## config.mk

```make
export PLATFORM = sky130hd
export DESIGN_NAME = led_switch_panel
export DESIGN_NICKNAME = d
export VERILOG_FILES = /design/src/rtl/led_switch_panel.sv
export SDC_FILE = /design/constraint.sdc
export NUM_CORES = 1
export LEC_CHECK = 0
export CAP_MARGIN = 0
export CORE_MARGIN = 10
export CORE_UTILIZATION = 45
export DETAILED_ROUTE_END_ITERATION = 12
export GPL_ROUTABILITY_DRIVEN = 1
export PLACE_DENSITY = 0.59
export SYNTH_ARGS = -nofsm -noshare
export SYNTH_HDL_FRONTEND = slang
export SYNTH_SLANG_ARGS = --single-unit
export TNS_END_PERCENT = 20
```

## constraint.sdc

```tcl
create_clock -name clk -period 3.5 [get_ports clk]
set_input_delay 0.7 -clock clk [delete_from_list [all_inputs] [get_ports clk]]
set_output_delay 0.7 -clock clk [all_outputs]
set_load 0.02 [all_outputs]
```

## src/rtl/led_switch_panel.sv

```systemverilog
// Switch/button/LED front panel: synchronises and debounces the inputs, emits press pulses,
// and drives the LEDs in latch, toggle, rotate or blink mode.
module led_switch_panel #(
  parameter int N_SW            = 4,
  parameter int N_BTN           = 2,
  parameter int DEBOUNCE_CYCLES = 50000,
  parameter int CNT_W           = 16,
  parameter int BLINK_DIV       = 5000000,
  parameter int DIV_W           = 23
) (
  input  logic             clk,
  input  logic             rst,
  input  logic [N_SW-1:0]  sw,
  input  logic [N_BTN-1:0] btn,
  output logic [N_SW-1:0]  led,
  output logic [1:0]       mode,
  output logic [N_BTN-1:0] btn_pulse
);

  typedef enum logic [1:0] {
    LATCH  = 2'd0,
    TOGGLE = 2'd1,
    ROTATE = 2'd2,
    BLINK  = 2'd3
  } mode_t;

  mode_t            mode_q;
  logic [N_BTN-1:0] btn_s1, btn_s2, stable, stable_q;
  logic [CNT_W-1:0] cnt [N_BTN];
  logic [N_SW-1:0]  sw_s1, sw_s2, pattern;
  logic [DIV_W-1:0] tick_cnt;
  logic             phase;
  logic             running;
  logic             tick;

  always_ff @(posedge clk or posedge rst) begin
    if (rst) begin
      btn_s1 <= '0;
      btn_s2 <= '0;
      sw_s1  <= '0;
      sw_s2  <= '0;
    end else begin
      btn_s1 <= btn;
      btn_s2 <= btn_s1;
      sw_s1  <= sw;
      sw_s2  <= sw_s1;
    end
  end

  // Any cycle where the synchronised level matches the accepted state restarts the count.
  always_ff @(posedge clk or posedge rst) begin
    if (rst) begin
      stable    <= '0;
      stable_q  <= '0;
      btn_pulse <= '0;
      for (int unsigned i = 0; i < N_BTN; i++) cnt[i] <= '0;
    end else begin
      stable_q  <= stable;
      btn_pulse <= stable & ~stable_q;
      for (int unsigned i = 0; i < N_BTN; i++) begin
        if (btn_s2[i] == stable[i]) begin
          cnt[i] <= '0;
        end else if (cnt[i] == CNT_W'(DEBOUNCE_CYCLES - 1)) begin
          stable[i] <= btn_s2[i];
          cnt[i]    <= '0;
        end else begin
          cnt[i] <= cnt[i] + CNT_W'(1);
        end
      end
    end
  end

  assign running = (mode_q == ROTATE) || (mode_q == BLINK);
  assign tick    = running && (tick_cnt == DIV_W'(BLINK_DIV - 1));

  // Pattern actions see the pre-edge mode, so a simultaneous mode advance
  // never changes how the same-edge load/toggle is applied.
  always_ff @(posedge clk or posedge rst) begin
    if (rst) begin
      pattern  <= '0;
      mode_q   <= LATCH;
      tick_cnt <= '0;
      phase    <= 1'b1;
    end else begin
      if (running) tick_cnt <= tick ? '0 : tick_cnt + DIV_W'(1);
      if (tick && mode_q == BLINK) phase <= ~phase;

      if (btn_pulse[0]) begin
        pattern <= (mode_q == TOGGLE) ? (pattern ^ sw_s2) : sw_s2;
      end else if (tick && mode_q == ROTATE) begin
        pattern <= {pattern[N_SW-2:0], pattern[N_SW-1]};
      end

      if (btn_pulse[1]) begin
        mode_q   <= mode_t'(mode_q + 2'd1);
        tick_cnt <= '0;
        phase    <= 1'b1;
      end
    end
  end

  assign mode = mode_q;

  always_comb begin
    led = pattern;
    if (mode_q == BLINK && !phase) led = '0;
  end

endmodule
```

==> results.yml <==
worst_setup_path:
  end_kind: "output pin"
  crit_fanout: 7
  critPathTopFamily: "buffers and inverters"
  path_cells: "ha_1 -> nand2b_1 -> and2_1 -> clkdlybuf4s50_1"
  max_stage_delay_ns: 0.60
  crit_arrival_ns: 2.01
  slowest_stage: "clkdlybuf4s50_1"
  crit_buf_inv: 1
  critPathLaunchType: "flop"
  cp.required_ns: 2.80
  critPathKind: "reg2out"
yosys:
  yosys_warnings: 0
  synth_flop_cell: "dfrtp_1"
  syn-num-nets: 403
  yosys.cell_count.top_type: "dfrtp_1"
  yosys-top-cells-area: "dfrtp_1 (50%), xor2_1 (4.2%), nor2_1 (4.1%)"
  synth_top_area_share_pct: 50.2
  synth.distinct_cells: 50
  yosysSeqAreaShare_pct: 50.9
  yosys.area.top_type: "dfrtp_1"
  synth_common_cells: "dfrtp_1 (79), nor2_1 (43), nand3_1 (21), nand2_1 (20)"
  synth_edf_count: 0
  synth_area_um2: 3940
  synth_cells: 389
  ys_ff_latch: 80
  syn_avg_cell_area_um2: 10.1
  synthArstFlopShare_pct: 100
final_layout:
  area_delta_synth_final_pct: 10.4
  fin_cells: 511
  final_nets: 413
  diodes: 0
  layout-drive-gt1-share_pct: 7.69
  fin_util_pct: 50.3
timing:
  whs_ns: 0.354
  hold_violations: 0
  period_minus_slack_ns: 2.71
  worst_pin_slew_ns: 0.808
  finalCritPeriodShare_pct: 77.5
  finalMaxSlewViolations: 0
  setup_viol: 0
  clock.fmax_mhz: 369
  fin_skew_ns: 0.00848
  relSlewSlack_pct: 46.1
  rsz0062_at_grt: "no"
  finalSetupTns_ns: 0
grt:
  overflow: 0
  grt_pass1_vias: 2811
  antenna_found_initial: 0
  grt_max_degree: 47
  grt_first_pass_wirelength_mm: 13.4
  grt_usage_pct: 12.4
cts:
  cts_root_buf: "clkbuf_8"
  numClockSinks: 80
  post_cts_resized: 0
  path_clk_slew_ns: 0.08
  ctsLongestPathBuffers: 2
  h-tree-depth: 3
  holdBufCountCts: 0
  clk_latency_ns: 0.35
  postCtsSetupBuffers: 0
  cts_tree: "done"
  cts_buffers: 9
drt:
  drcViolationCount: 0
  ant_nets: 0
  vias: 2877
  wl_mm: 7.78
  routedWlPerCell_um: 15.2
  drt_iter0_drc: 115
  dr.pass1.iters: 4
  dr_wl_met3_um: 327
  drt-met1-wl_mm: 3.68
  highest_layer: "met4"
  viasPerCell: 5.63
  met2_length_mm: 3.70
run_status:
  status: "finished clean"
floorplan:
  start_util_pct: 45.6
  rows: 34
  die-area_um2: 12900
  die_x_um: 114
  coreArea_um2: 8640
  ios: 16
  die_y_um: 114
placed_design:
  hpwl_mm: 5.31
  io_buffers: 15
  place_inst: 496
  gp_congestion: 0.820
pwr:
  p_per_area_nw_per_um2: 388
  p_leak_uw: 0.00179
  vdd_drop_max_uv: 189
hold_path:
  hold_path_class: "reg2reg"
job:
  drv_cap: 0
[metal layers]
layer / vias up / global-route usage [%]
met5: - / 0
met1: 1407 / 16.2
met2: 44 / 19.3
met3: 6 / 4.04
li1: 1420 / -
met4: 0 / 3.47
[cell families after synthesis]
family                   count (synthesis)  synth area share (%)
AO/OA/AOI/OAI                           53                  8.61
XOR/XNOR                                37                  8.23
adder cells (fa/ha/maj)                  6                  1.91
buffers and inverters                   27                  3.46
flip-flops                              80                  50.9
multiplexers                             2                 0.572
AND/OR/NAND/NOR                        184                  26.3
[final timing paths]
kind | startpoint | end | slack [ns] | cells after the start
max | mode[0]$_DFFE_PP0P_ | led[2] | 0.79 | 4
min | btn_s1[1]$_DFF_PP0_ | btn_s2[1]$_DFF_PP0_ | 0.35 | 0
max reg2reg | mode[0]$_DFFE_PP0P_ | tick_cnt[17]$_DFFE_PP0P_ | 1.29 | 6
min reg2reg | btn_s1[1]$_DFF_PP0_ | btn_s2[1]$_DFF_PP0_ | 0.35 | 0
max in group asynchronous | rst | cnt[12]$_DFF_PP0_ | 2.05 | 3
min in group asynchronous | rst | cnt[17]$_DFF_PP0_ | 0.80 | 2
[where the power goes]
part	internal (µW)	total [µW]	switching [µW]
clock	353	699	346
sequential	936	945	8.73
combinational	15.6	44.9	29.2
[layout make-up]
type	count	area (µm²)
well taps	108	135
clock inverters	5	65.1
clock buffers	10	138
inverters	10	38.8
repair buffers	16	170
multi-input cells	282	1800
flip-flops and latches	80	2000
fillers	797	4290
[registers in the layout (all words and copies together), names as in the netlist, 4 cells and up]
name and cells:
cnt 32, tick_cnt 23, pattern 4, sw_s1 4, sw_s2 4
[placed cells by master, fill, tap and decap left out, types with 12 or more instances in the layout]
cell type	synthesis	layout
dfrtp_1	79	79
nor2_1	43	43
nand3_1	21	21
nand2_1	20	20
a21oi_1	19	19
xor2_1	19	19
xnor2_1	18	18
nand4_1	17	17
clkdlybuf4s50_1	0	15
and3_1	12	12
[stage by stage]
stage | cell area [µm²] | setup slack (ns) | total power (µW)
3_5_place_dp | 4140 | 1.15 | 1010
5_1_grt | 4350 | 0.650 | 1760
3_3_place_gp | 4140 | 1.19 | 1010
4_1_cts | 4350 | 0.754 | 1710
2_1_floorplan | 3940 | 0.750 | 988
6_report | 4350 | 0.787 | 1690
(Power assumes the default switching activity.)
